--- config.mk ---
export PLATFORM = sky130hd
export DESIGN_NAME = div_iter
export DESIGN_NICKNAME = d
export VERILOG_FILES = /design/src/rtl/div_iter.sv
export SDC_FILE = /design/constraint.sdc
export NUM_CORES = 1
export LEC_CHECK = 0
export ABC_AREA = 1
export ABC_CLOCK_PERIOD_IN_PS = 12700
export CORE_MARGIN = 8
export CORE_UTILIZATION = 53
export DETAILED_ROUTE_END_ITERATION = 8
export HOLD_SLACK_MARGIN = 0.05
export PLACE_DENSITY = 0.72
export SLEW_MARGIN = 20
export SYNTH_ARGS = -nofsm -noshare
export SYNTH_HDL_FRONTEND = slang
export SYNTH_SLANG_ARGS = --single-unit
--- constraint.sdc ---
create_clock -name clk -period 12.7 [get_ports clk]
set_input_delay 2.54 -clock clk [delete_from_list [all_inputs] [get_ports clk]]
set_output_delay 2.54 -clock clk [all_outputs]
set_load 0.01 [all_outputs]
--- src/rtl/div_iter.sv ---
// ---------------------------------------------------------------------------
// div_iter
//
// Sequential radix-2 restoring integer divider for the execute stage. One
// divide is in flight at a time; it produces a quotient truncated toward zero
// and a remainder whose sign follows the dividend. Signed operands are
// reduced to magnitudes, divided unsigned over WIDTH iterations, and the
// signs are re-applied in a final fix-up cycle.
//
// Flow: IDLE -> PREP -> ITER (WIDTH cycles) -> FIX -> DONE -> IDLE
//       A zero divisor short-cuts PREP -> DONE.
//
// Ports:
//   clk        in   rising-edge clock
//   rst        in   asynchronous reset, active-low
//   start      in   request valid, accepted only while busy=0
//   x          in   dividend  [WIDTH-1:0]
//   y          in   divisor   [WIDTH-1:0]
//   sig        in   1 = signed (two's complement), 0 = unsigned
//   flush      in   abort the current operation, return to IDLE
//   busy       out  1 whenever the divider is not IDLE
//   out_valid  out  quotient/remainder valid
//   out_ready  in   consumer accepts the result
//   quotient   out  quotient  [WIDTH-1:0]
//   remainder  out  remainder [WIDTH-1:0]
// ---------------------------------------------------------------------------
module div_iter #(
  parameter int WIDTH = 32
) (
  input  logic             clk,
  input  logic             rst,
  input  logic             start,
  input  logic [WIDTH-1:0] x,
  input  logic [WIDTH-1:0] y,
  input  logic             sig,
  input  logic             flush,
  output logic             busy,
  output logic             out_valid,
  input  logic             out_ready,
  output logic [WIDTH-1:0] quotient,
  output logic [WIDTH-1:0] remainder
);

  localparam int CNT_W = $clog2(WIDTH + 1);

  localparam logic [CNT_W-1:0] CNT_LOAD = CNT_W'(WIDTH);
  localparam logic [CNT_W-1:0] CNT_ONE  = CNT_W'(1);
  localparam logic [WIDTH-1:0] ONE_W    = {{(WIDTH-1){1'b0}}, 1'b1};

  localparam logic [2:0] S_IDLE = 3'd0;
  localparam logic [2:0] S_PREP = 3'd1;
  localparam logic [2:0] S_ITER = 3'd2;
  localparam logic [2:0] S_FIX  = 3'd3;
  localparam logic [2:0] S_DONE = 3'd4;

  // Control state (asynchronously reset)
  logic [2:0]       r_state;
  logic             r_busy;
  logic             r_out_valid;
  logic [CNT_W-1:0] r_cnt;
  logic [WIDTH-1:0] r_quot;
  logic [WIDTH-1:0] r_rem_out;

  // Datapath state (no reset; always written before it is read)
  logic [WIDTH-1:0] r_x;
  logic [WIDTH-1:0] r_y;
  logic             r_sig;
  logic [WIDTH-1:0] r_dvd;     // dividend magnitude, becomes the quotient
  logic [WIDTH-1:0] r_dvs;     // divisor magnitude
  logic [WIDTH-1:0] r_prem;    // partial remainder
  logic             r_neg_q;
  logic             r_neg_r;

  logic [WIDTH:0]   w_shift;
  logic [WIDTH-1:0] w_diff;
  logic             w_ge;
  logic [WIDTH-1:0] w_q_fix;
  logic [WIDTH-1:0] w_r_fix;
  logic             w_y_zero;

  // Two's complement negation, wrapping at WIDTH bits.
  function automatic logic [WIDTH-1:0] f_neg(input logic [WIDTH-1:0] v);
    return ~v + ONE_W;
  endfunction

  // Magnitude of v when interpreted as signed; raw value otherwise.
  // The most negative value maps onto itself, which is its correct
  // unsigned magnitude (2^(WIDTH-1)).
  function automatic logic [WIDTH-1:0] f_mag(input logic [WIDTH-1:0] v,
                                             input logic             s);
    return (s && v[WIDTH-1]) ? f_neg(v) : v;
  endfunction

  // Conditionally negate for the sign fix-up.
  function automatic logic [WIDTH-1:0] f_apply_sign(input logic [WIDTH-1:0] v,
                                                    input logic             n);
    return n ? f_neg(v) : v;
  endfunction

  // The shifted partial remainder needs WIDTH+1 bits for the trial compare.
  // The stored remainder is always below the divisor magnitude, so a
  // successful subtraction always fits back into WIDTH bits and the
  // difference can be formed modulo 2^WIDTH.
  assign w_shift  = {r_prem, r_dvd[WIDTH-1]};
  assign w_ge     = (w_shift >= {1'b0, r_dvs});
  assign w_diff   = w_shift[WIDTH-1:0] - r_dvs;
  assign w_q_fix  = f_apply_sign(r_dvd, r_neg_q);
  assign w_r_fix  = f_apply_sign(r_prem, r_neg_r);
  assign w_y_zero = (r_y == '0);

  // Control FSM. flush overrides every transition, including the DONE
  // handshake; the result registers keep stale values on flush.
  always_ff @(posedge clk or negedge rst) begin
    if (!rst) begin
      r_state     <= S_IDLE;
      r_busy      <= 1'b0;
      r_out_valid <= 1'b0;
      r_cnt       <= '0;
      r_quot      <= '0;
      r_rem_out   <= '0;
    end else if (flush) begin
      r_state     <= S_IDLE;
      r_busy      <= 1'b0;
      r_out_valid <= 1'b0;
    end else begin
      case (r_state)
        S_IDLE: begin
          if (start) begin
            r_state <= S_PREP;
            r_busy  <= 1'b1;
          end
        end
        S_PREP: begin
          if (w_y_zero) begin
            // Division by zero: all-ones quotient, untouched dividend.
            r_state     <= S_DONE;
            r_out_valid <= 1'b1;
            r_quot      <= '1;
            r_rem_out   <= r_x;
          end else begin
            r_state <= S_ITER;
            r_cnt   <= CNT_LOAD;
          end
        end
        S_ITER: begin
          r_cnt <= r_cnt - CNT_ONE;
          if (r_cnt == CNT_ONE) begin
            r_state <= S_FIX;
          end
        end
        S_FIX: begin
          r_state     <= S_DONE;
          r_out_valid <= 1'b1;
          r_quot      <= w_q_fix;
          r_rem_out   <= w_r_fix;
        end
        S_DONE: begin
          if (out_ready) begin
            r_state     <= S_IDLE;
            r_busy      <= 1'b0;
            r_out_valid <= 1'b0;
          end
        end
        default: begin
          r_state     <= S_IDLE;
          r_busy      <= 1'b0;
          r_out_valid <= 1'b0;
        end
      endcase
    end
  end

  // Datapath. Operands are captured on any IDLE start; if flush drops the
  // request the captured values are simply never used.
  always_ff @(posedge clk) begin
    case (r_state)
      S_IDLE: begin
        if (start) begin
          r_x   <= x;
          r_y   <= y;
          r_sig <= sig;
        end
      end
      S_PREP: begin
        r_dvd   <= f_mag(r_x, r_sig);
        r_dvs   <= f_mag(r_y, r_sig);
        r_prem  <= '0;
        r_neg_q <= r_sig & (r_x[WIDTH-1] ^ r_y[WIDTH-1]);
        r_neg_r <= r_sig & r_x[WIDTH-1];
      end
      S_ITER: begin
        // Restoring step: keep the difference only when it is non-negative,
        // and shift the resulting quotient bit into the vacated dividend LSB.
        r_prem <= w_ge ? w_diff : w_shift[WIDTH-1:0];
        r_dvd  <= {r_dvd[WIDTH-2:0], w_ge};
      end
      default: begin
      end
    endcase
  end

  assign busy      = r_busy;
  assign out_valid = r_out_valid;
  assign quotient  = r_quot;
  assign remainder = r_rem_out;

endmodule

# --- Yosys cells after proc, flatten, opt, wreduce, memory -nomap -nowiden ---
# Index checks and enable logic that the tools add are counted.
totals:
  register_bits: 238
  input_bits: 70
  out_inout_bits: 66
  word_cells: 82
classes:
  n_addsub: 6
  n_lt_le_gt_ge: 1
  n_eq_ne: 13
  n_mux: 26
  bitwise_logic: 8
  reduce_logical: 14
op_table:
  columns: ["cell", "count"]
  rows:
  - ["$pmux W32 S2", 4]
  - ["$mux W32", 7]
  - ["$add A32 B1 Y32 const B", 4]
  - ["$not A32 Y32", 4]
  - ["$ge A33 B32 Y1", 1]
  - ["$logic_not A32 Y1", 1]
  - ["$sub A32 B32 Y32", 1]
  - ["$mux W3", 5]
  - ["$pmux W3 S5", 1]
  - ["$reduce_and A3 Y1", 5]
  - ["$ne A3 B3 Y1 const B", 4]
  - ["$pmux W6 S2", 1]
  - ["$eq A3 B2 Y1 const B", 2]
  - ["$eq A6 B1 Y1 const B", 1]
  - ["$mux W6", 1]
  - ["$sub A6 B1 Y6 const B", 1]
  - ["$mux W1", 5]
  - ["$ne A2 B1 Y1 const B", 2]
  - ["$ne A2 B2 Y1 const B", 2]
  - ["$pmux W1 S4", 1]
  - ["$reduce_bool A2 Y1", 2]
  - ["$eq A3 B1 Y1 const B", 1]
  - ["$eq A3 B3 Y1 const B", 1]
  - ["$logic_not A3 Y1", 1]
  - ["8 further kinds", 10]

# --- Logic depth before layout (Yosys ltp) ---
# Gate-level depths: netlist (run 1).
logic_depth:
  word_depth: 4
  ltp_mapped: 16

# --- Worst setup path before layout (run 1) ---
# Ideal clock, no wire load.
synth_path:
  kind: "input-to-reg"
  from: "in start"
  to: "reg r_sig (enable)"
  setup_time_ns: 0.648
  arrival_time_ns: 8.709
  path_slack_ns: 3.343
  path_stages: 2
  path_buffers: 0
  path_cell_list: "inv_1 > nor4_1"
synth_between:
  elab_chain_cells: 1
synth_lines:
  columns: ["item", "line", "rtl"]
  rows:
  - ["start, declared", "32", "input logic start,"]
  - ["$reduce_and A2 Y1 (no source line)", null, null]
  - ["end signal, assigned", "181", "r_sig <= sig;"]
  - ["end, declared", "67", "logic r_sig;"]
# Every way passes these cells.
# A chain may end at the register's enable or synchronous reset.

# --- Final worst setup path (run 1) ---
layout_path:
  from: "in flush"
  to: "reg r_quot[31] (netlist: quotient[31])"
layout_between:
  elab_chain_cells: 2
layout_lines:
  columns: ["item", "line", "rtl"]
  rows:
  - ["start, declared", "36", "input logic flush,"]
  - ["$not A1 Y1 (no source line)", null, null]
  - ["$reduce_and A3 Y1 (no source line)", null, null]
  - ["end signal, assigned", "154", "r_quot <= w_q_fix;"]
  - ["end, declared", "61", "logic [WIDTH-1:0] r_quot;"]
# Every way passes these cells.

==> impl_metrics.csv, run 1 <==
group,metric,value,unit
synthesis,synthTopCellsByArea,"edfxtp_1 32%, nand2_1 18%, dfrtp_1 12%",
timing,fmax,209,MHz
clocking,numCtsBuffers,27,
clocking,path_clk_slew,0.06,ns
timing,final_hold_viol_count,0,
placement,dp_cells,2596,
placement,io_buffers,135,
timing,rsz0062_at_grt,"false",
die,io_pins,136,
setup_path,path_cells,"clkdlybuf4s50_1 -> clkinv_1 -> nand2_4 -> clkinv_2 -> o21ai_0 -> inv_1",
synthesis,synthCells,2114,
placement,placed_area,17000,um^2
power,power_leakage,8.47,nW
layout,stdcell_area,17900,um^2
synthesis,async_reset_ff_frac,0.315,
setup_path,arrival,5.19,ns
placement,place_congestion,0.968,
layout,fin_nets,2350,
layout,area_growth,16.7,%
clocking,worstSkewPairLatency,0.55,ns
worst_hold_path,hold_class,"register to register",
clocking,htreeDepth,1,
clocking,clock_path_buffers,3,
layout,layout.cells.non_filler,2646,
power,power,0.00324,W
clocking,cts-resized-gates,0,
global_route,grt_max_degree,76,
synthesis,synth_edf_count,163,
clocking,cts_tree,"yes",
die,initial_core_util,0.537,
clocking,cts_hold_buf,0,
die,die_height,186,um
clocking,ctsRootBufferMaster,"clkbuf_16",
drt,via_per_inst,5.43,
die,dieArea,34700,um^2
setup_path,startpoint_type,"input pin",
setup_path,cp.required,13.11,ns
drt,wl,45900,um
setup_path,cp_max_fo,52,
setup_path,crit_path_end_kind,"register",
timing,setup_viol,0,
power,power_density,181,nW/um^2
setup_path,critical_path_buf_inv_count,4,
synthesis,synth_seq_cells,238,
drt,wire_per_inst,17.3,um
timing,finalMaxSlewViolations,0,
die,core,28600,um^2
synthesis,syn_area,15400,um^2
synthesis,synth_top_area_frac,0.318,
timing,tightest_slew,1.08,ns
global_route,track_usage,0.256,
timing,finalSetupTns,0,ns
synthesis,yosysSeqAreaShare,0.440,
synthesis,synth.distinct_cells,45,
global_route,antenna_found_initial,0,
synthesis,synth_fp_nets,2223,
clocking,postCtsSetupBuffers,0,
power,vdd_drop_max,108,uV
synthesis,synth_common_cells,"726 x nand2_1, 299 x inv_1, 214 x nand3_1, 211 x nor2_1, 163 x edfxtp_1",
drt,first_pass_iters,6,
layout,drive_gt1_frac,0.0420,
flow_run,max_cap_viol_count,0,
synthesis,synth_top_area_cell,"edfxtp_1",
layout,diodes,0,
drt,initialDrtViolationCount,1515,
setup_path,critPathKind,"input pin to register",
synthesis,ys.flop_type,"edfxtp_1",
global_route,grt_pass1_wl,72200,um
die,rows,62,
drt,drc,0,
timing,relSlewSlack,0.283,
global_route,grt_pass1_vias,13400,
setup_path,cpPeakStageDelay,0.73,ns
timing,period_minus_slack,4.78,ns
layout,fill_cells,2591,
outcome,outcome,"finished clean",
timing,timing.final.crit_share,0.376,
setup_path,cp_top_family,"buffers and inverters",
placement,hpwlAfterDp,35300,um
setup_path,cp_slowest_cell,"clkinv_2",
synthesis,synthMostInstantiatedCell,"nand2_1",
drt,num_vias,14400,
synthesis,ys_warn_count,0,
clocking,cts.sinks,238,
die,die_w,186,um
global_route,overflow,0,
drt,ant_nets,0,
synthesis,synth.avg_cell_area,7.27,um^2
timing,skew,0.0277,ns
## layout make-up
type | count | area, um^2 | share of cell area
repair buffers | 143 | 1410 | 0.0787
well taps | 384 | 480 | 0.0268
multi-input cells | 1520 | 7220 | 0.402
inverters | 311 | 1170 | 0.0651
clock inverters | 12 | 111 | 0.00621
clock buffers | 38 | 778 | 0.0434
flip-flops and latches | 238 | 6770 | 0.377
## stage by stage
step / setup WS (ns) / hold WS (ns) / utilization
floorplan: 3.34 / 0.426 / -
global placement: 7.51 / 0.467 / 0.595
detailed placement: 7.42 / 0.472 / 0.595
CTS: 7.94 / 0.488 / 0.627
global route: 7.67 / 0.499 / 0.627
finish: 7.92 / 0.489 / 0.627
## final timing paths
path,depth (start not counted),slack [ns],endpoint,startpoint
max in group asynchronous,1,10.16,quotient[22]$_DFFE_PN0P_,rst
worst max-delay path,6,7.92,quotient[31]$_DFFE_PN0P_,flush
worst min-delay path,0,0.49,r_dvs[0]$_DFFE_PP_,r_y[0]$_DFFE_PP_
worst max register to register,10,9.34,quotient[31]$_DFFE_PN0P_,r_state[2]$_DFFE_PN0P_
worst min register to register,0,0.49,r_dvs[0]$_DFFE_PP_,r_y[0]$_DFFE_PP_
min in group asynchronous,1,2.04,quotient[1]$_DFFE_PN0P_,rst
## kinds of logic (layout without fill, tap and decap cells)
logic type	count (synthesis)	after routing	synth area share
AND/OR/NAND/NOR	1243	1243	0.337
buffers and inverters	356	504	0.0911
flip-flops	238	238	0.440
AO/OA/AOI/OAI	173	173	0.0618
XOR/XNOR	65	65	0.0370
adder cells (fa/ha/maj)	39	39	0.0322
## layout by cell type (no fill, tap or decap), types with 28 or more instances in the layout
| cell type | instances |
|---|---|
| nand2_1 | 725 |
| inv_1 | 299 |
| nand3_1 | 214 |
| nor2_1 | 210 |
| edfxtp_1 | 163 |
| clkdlybuf4s50_1 | 134 |
| o21ai_0 | 82 |
| dfrtp_1 | 75 |
| xor2_1 | 55 |
| a21oi_1 | 54 |
| ha_1 | 38 |
| clkbuf_16 | 28 |
## routing by layer
metal  track usage  routed length (um)
met2         0.391               19600
met4        0.0662                1180
met5             0                   0
met3        0.0507                4620
met1         0.366               20500
## where the power goes
part / total (W) / switching, W / leakage, nW / internal [W]
clock network: 0.000778 / 0.000312 / 0.437 / 0.000466
logic: 0.00120 / 0.000720 / 5.56 / 0.000479
registers: 0.00127 / 0.000195 / 2.47 / 0.00107
total: 0.00324 / 0.00123 / 8.47 / 0.00202
## flip-flops by register name, summed over array words and instances (netlist names), 3 cells and up
name,count
remainder,32
r_dvd,32
quotient,32
r_dvs,32
r_x,32
r_prem,32
r_state,3
r_cnt,6
r_y,32
(Power assumes the default switching activity.)
==> run 2: changes to the inputs <==
- ABC_CLOCK_PERIOD_IN_PS: 12700 -> 4800
- clock period: 12.7 -> 4.8 ns (I/O delays scaled with it)
==> run 2 against run 1 <==
  * Clock power rose to 2.7 times the previous value
  * Count of clock-buffer cells in the layout is 8 higher
  * Via count rose by 0.26%
  * Combinational power grew to 2.7 times the previous value
  * Die area unchanged
  * Register-to-register slack lost 7.8 ns
  * Design area is 0.28% higher
  * Setup slack got worse by 6.3 ns
  * Critical path type is now register to register
  * Critical endpoint is now remainder[9]$_DFFE_PN0P_
  * Highest routed layer unchanged
==> impl_metrics.csv, run 2 (synthesis gave the netlist of run 1 again) <==
group,metric,value,unit
clocking,cts_hold_buf,0,
timing,final_hold_viol_count,0,
placement,place_ws,1.21,ns
setup_path,cpPeakStageDelay,0.68,ns
drt,initialDrtViolationCount,1456,
global_route,grt_pass1_vias,13400,
global_route,track_usage,0.256,
global_route,grt_max_degree,76,
drt,wire_per_inst,17.4,um
setup_path,arrival,3.64,ns
timing,finalMaxSlewViolations,0,
timing,relSlewSlack,0.263,
drt,first_pass_iters,5,
die,die_w,186,um
layout,drive_gt1_frac,0.0437,
timing,tightest_slew,1.10,ns
layout,regArea,6770,um^2
timing,holdWs,0.442,ns
outcome,outcome,"finished clean",
layout,fill_cells,2637,
clocking,htreeDepth,1,
power,vdd_drop_max,294,uV
die,dieArea,34700,um^2
setup_path,cp.required,5.23,ns
clocking,path_clk_slew,0.06,ns
clocking,postCtsSetupBuffers,0,
layout,area_growth,17.0,%
global_route,grt_pass1_wl,72500,um
timing,timing.final.crit_share,0.670,
drt,via_per_inst,5.43,
drt,wl,46000,um
power,power_density,478,nW/um^2
global_route,antenna_found_initial,0,
timing,period_minus_slack,3.22,ns
layout,final_cell_mix,"725 x nand2_1, 299 x inv_1, 214 x nand3_1",
die,rows,62,
timing,fin_ws,1.58,ns
die,core,28600,um^2
timing,rsz0062_at_grt,"false",
setup_path,cp_slowest_cell,"clkinv_2",
drt,num_vias,14400,
timing,fmax,311,MHz
timing,setup_viol,0,
flow_run,max_cap_viol_count,0,
power,power,0.00860,W
setup_path,crit_path_end_kind,"register",
layout,diodes,0,
timing,skew,0.0362,ns
drt,ant_nets,0,
clocking,worstSkewPairLatency,0.57,ns
layout,multi_input_area,7220,um^2
die,initial_core_util,0.537,
worst_hold_path,hold_class,"input pin to async pin",
die,io_pins,136,
setup_path,cpMostUsedCell,"nand2_1",
clocking,cts.sinks,238,
clocking,numCtsBuffers,28,
global_route,overflow,0,
clocking,clock_path_buffers,3,
placement,place_congestion,0.961,
layout,fin_nets,2353,
die,die_height,186,um
power,power_leakage,8.49,nW
placement,hpwlAfterDp,35900,um
clocking,cts_tree,"yes",
clocking,ctsRootBufferMaster,"clkbuf_16",
timing,finalSetupTns,0,ns
setup_path,critPathKind,"register to register",
clocking,cts-resized-gates,0,
setup_path,startpoint_type,"register",
drt,drc,0,
setup_path,cp_max_fo,46,
setup_path,path_cells,"inv_1 -> nand2_1 -> nor2_2 -> buf_4 -> inv_2 -> nand2_4 -> nand2_4 -> clkinv_2 -> buf_4 -> nand2_1 -> nand2_1",
placement,io_buffers,135,
layout,final_common_cell,"nand2_1",
-- run 2: cell count changes in the layout (fill, tap and decap cells not counted), moves of 2 or more --
| cell | change |
|---|---|
| clkbuf_1 | +5 |
| clkinv_1 | -5 |
| buf_4 | +2 |
| bufinv_16 | -2 |
| clkbuf_8 | +2 |
-- run 2: per-layer routing --
metal / track usage / vias up / part of all wire
met1: 0.364 / 6626 / 0.45
met4: 0.0810 / 0 / 0.032
met5: 0 / - / 0
li1: - / 7019 / -
met2: 0.386 / 671 / 0.42
met3: 0.0537 / 85 / 0.095
-- run 2: worst paths after layout --
| check | startpoint | endpoint | slack, ns | cells after the start |
|---|---|---|---|---|
| setup / recovery | r_state[2]$_DFFE_PN0P_ | remainder[9]$_DFFE_PN0P_ | 1.58 | 11 |
| hold / removal | rst | remainder[4]$_DFFE_PN0P_ | 0.44 | 1 |
| hold reg to reg | remainder[9]$_DFFE_PN0P_ | remainder[9]$_DFFE_PN0P_ | 0.48 | 2 |
| min in group clk | remainder[9]$_DFFE_PN0P_ | remainder[9]$_DFFE_PN0P_ | 0.48 | 2 |
| setup reg to reg | r_state[2]$_DFFE_PN0P_ | remainder[9]$_DFFE_PN0P_ | 1.58 | 11 |
| max in group asynchronous | rst | remainder[16]$_DFFE_PN0P_ | 3.87 | 1 |
-- run 2: layout make-up --
cell class	count	area share
Inverter	311	0.0650
Timing Repair Buffer	145	0.0794
Multi-Input combinational cell	1520	0.402
Sequential cell	238	0.376
Clock buffer	46	0.0472
Tap cell	384	0.0267
Clock inverter	6	0.00369
-- run 2: metrics by stage --
step / util / cell area [um^2] / cells
2_1_floorplan: - / 15400 / 2114
3_3_place_gp: 0.596 / 17100 / 2598
3_5_place_dp: 0.596 / 17100 / 2598
4_1_cts: 0.628 / 18000 / 2650
5_1_grt: 0.628 / 18000 / 2650
6_report: 0.628 / 18000 / 2650
-- run 2: worst max-delay path, delay by kind of cell, from the launching register on --
| family | cells | cell delay [ns] |
|---|---|---|
| flops | 1 | 0.45 |
| buf+inv | 5 | 1.81 |
| simple gates | 6 | 0.79 |
-- run 2: power breakdown --
part,switching (W),internal [W]
combinational,0.00192,0.00127
sequential,0.000511,0.00283
clock,0.000855,0.00122
==> run 3: changes to the inputs <==
- ABC_CLOCK_PERIOD_IN_PS: 4800 -> 2850
- PLACE_DENSITY: 0.72 -> 0.75
- clock period: 4.8 -> 2.85 ns (I/O delays scaled with it)
==> run 3 against run 2 <==
  * Final cell count increased by 0.75%
  * Clock skew decreased by 0.0045 ns
  * Worst hold slack improved by 0.038 ns
  * Die area unchanged
  * Power increased by 73%
  * Global-route usage increased by 1.6 points
  * Critical endpoint is now r_prem[0]$_SDFFCE_PN0P_
==> impl_metrics.csv, run 3 (synthesis gave the netlist of run 1 again) <==
group,metric,value,unit
layout,stdcell_area,18300,um^2
clocking,cts_tree,"yes",
power,power_leakage,8.63,nW
placement,placed_area,17300,um^2
clocking,clock_path_buffers,3,
setup_path,critPathKind,"register to register",
setup_path,startpoint_type,"register",
timing,finalMaxSlewViolations,0,
die,initial_core_util,0.537,
layout,layout.cells.non_filler,2670,
global_route,grt_max_degree,65,
die,die_height,186,um
clocking,worstSkewPairLatency,0.57,ns
layout,fill_cells,2530,
timing,final_hold_viol_count,0,
setup_path,cp.required,3.12,ns
timing,skew,0.0317,ns
setup_path,ff2ff_path_depth,11,
drt,wire_per_inst,18.2,um
placement,hpwlAfterDp,37900,um
die,rows,62,
timing,period_minus_slack,2.69,ns
layout,final_common_cell,"nand2_1",
setup_path,r2r_end,"r_prem[0]$_SDFFCE_PN0P_",
drt,drc,0,
clocking,path_clk_slew,0.06,ns
layout,drive_gt1_frac,0.0547,
timing,rsz0062_at_grt,"false",
drt,initialDrtViolationCount,1544,
power,vdd_drop_max,611,uV
power,power_density,815,nW/um^2
global_route,grt_pass1_wl,76100,um
flow_run,max_cap_viol_count,0,
die,die_w,186,um
clocking,numCtsBuffers,28,
global_route,antenna_found_initial,3,
layout,fin_nets,2373,
worst_hold_path,hold_class,"register to register",
clocking,ctsRootBufferMaster,"clkbuf_16",
setup_path,crit_end,"r_prem[0]$_SDFFCE_PN0P_",
setup_path,arrival,2.97,ns
timing,holdWs,0.479,ns
drt,first_pass_iters,8,
setup_path,crit_path_end_kind,"register",
timing,fmax,371,MHz
placement,place_congestion,0.989,
drt,ant_nets,0,
layout,diodes,0,
setup_path,crit_start,"r_prem[17]$_SDFFCE_PN0P_",
layout,regArea,6770,um^2
setup_path,cp_max_fo,33,
placement,io_buffers,135,
timing,setup_viol,0,
setup_path,reg2reg_from,"r_prem[17]$_SDFFCE_PN0P_",
drt,num_vias,14600,
die,dieArea,34700,um^2
timing,relSlewSlack,0.460,
global_route,overflow,0,
power,power,0.0149,W
global_route,grt_pass1_vias,13700,
global_route,track_usage,0.272,
timing,timing.final.crit_share,0.945,
clocking,cts.sinks,238,
die,io_pins,136,
layout,multi_input_area,7230,um^2
outcome,outcome,"finished clean",
clocking,htreeDepth,1,
placement,dp_cells,2615,
layout,area_growth,18.8,%
setup_path,r2r_slack,0.16,ns
drt,wl,48600,um
drt,via_per_inst,5.46,
layout,final_cell_mix,"725 x nand2_1, 298 x inv_1, 214 x nand3_1",
timing,tightest_slew,0.805,ns
die,core,28600,um^2
[run 3: worst min path at each step]
| stage | from | endpoint | slack (ns) | cells past startpoint |
|---|---|---|---|---|
| 2_1_floorplan | rst | busy$_DFFE_PN0P_ | 0.27 | 0 |
| 4_1_cts | remainder[4]$_DFFE_PN0P_ | remainder[4]$_DFFE_PN0P_ | 0.48 | 2 |
| 5_1_grt | remainder[11]$_DFFE_PN0P_ | remainder[11]$_DFFE_PN0P_ | 0.50 | 2 |
| 6_report | remainder[4]$_DFFE_PN0P_ | remainder[4]$_DFFE_PN0P_ | 0.48 | 2 |
| 3_5_place_dp | remainder[2]$_DFFE_PN0P_ | remainder[2]$_DFFE_PN0P_ | 0.47 | 2 |
| 3_3_place_gp | remainder[7]$_DFFE_PN0P_ | remainder[7]$_DFFE_PN0P_ | 0.46 | 2 |
[run 3: worst max-delay path, cell delays in order, from the launching register on]
cell and delay [ns]:
edfxtp_1 0.49, ha_1 0.48, nand2_1 0.14, nor2_1 0.25, nand2_1 0.13, nor4_2 0.22, nand2_2 0.13, nand2_2 0.12
nor2_4 0.05, buf_12 0.21, nand2_1 0.07, nand2_1 0.11
[run 3: final cells by class]
| type | instances | area share |
|---|---|---|
| Clock inverter | 21 | 0.0144 |
| Sequential cell | 238 | 0.371 |
| Multi-Input combinational cell | 1520 | 0.396 |
| Timing Repair Buffer | 165 | 0.0893 |
| Tap cell | 384 | 0.0263 |
| Clock buffer | 31 | 0.0390 |
| Inverter | 311 | 0.0644 |
[run 3: through the flow]
| stage | setup TNS [ns] | setup slack (ns) | util |
|---|---|---|---|
| after detailed placement | 0 | 0.101 | 0.603 |
| final | 0 | 0.156 | 0.638 |
| after global routing | 0 | 0.0327 | 0.638 |
| after floorplan | -15.15 | -0.233 | - |
| after global placement | 0 | 0.0835 | 0.603 |
| after CTS | 0 | 0.0432 | 0.637 |
[run 3: power by group]
part	leakage [nW]	switching [W]	internal (W)
logic	5.68	0.00338	0.00220
clock network	0.475	0.00150	0.00227
registers	2.47	0.000777	0.00477
total	8.63	0.00565	0.00924
[run 3: routing by layer]
| layer | vias up | part of all wire | wire length [um] | track usage |
|---|---|---|---|---|
| met1 | 6734 | 0.45 | 21900 | 0.389 |
| li1 | 7070 | - | - | - |
| met4 | 6 | 0.028 | 1370 | 0.0785 |
| met3 | 95 | 0.098 | 4780 | 0.0680 |
| met2 | 661 | 0.42 | 20600 | 0.402 |
| met5 | - | 0.00066 | 32 | 0 |
[run 3: repair_timing]
| item | 4_1_cts | 5_1_grt |
|---|---|---|
| hold endpoints to repair | 29 | 0 |
| hold buffers | 1 | 0 |
| setup buffers | 0 | 2 |
| setup endpoints to repair | 0 | 26 |
| resized for setup | 0 | 4 |
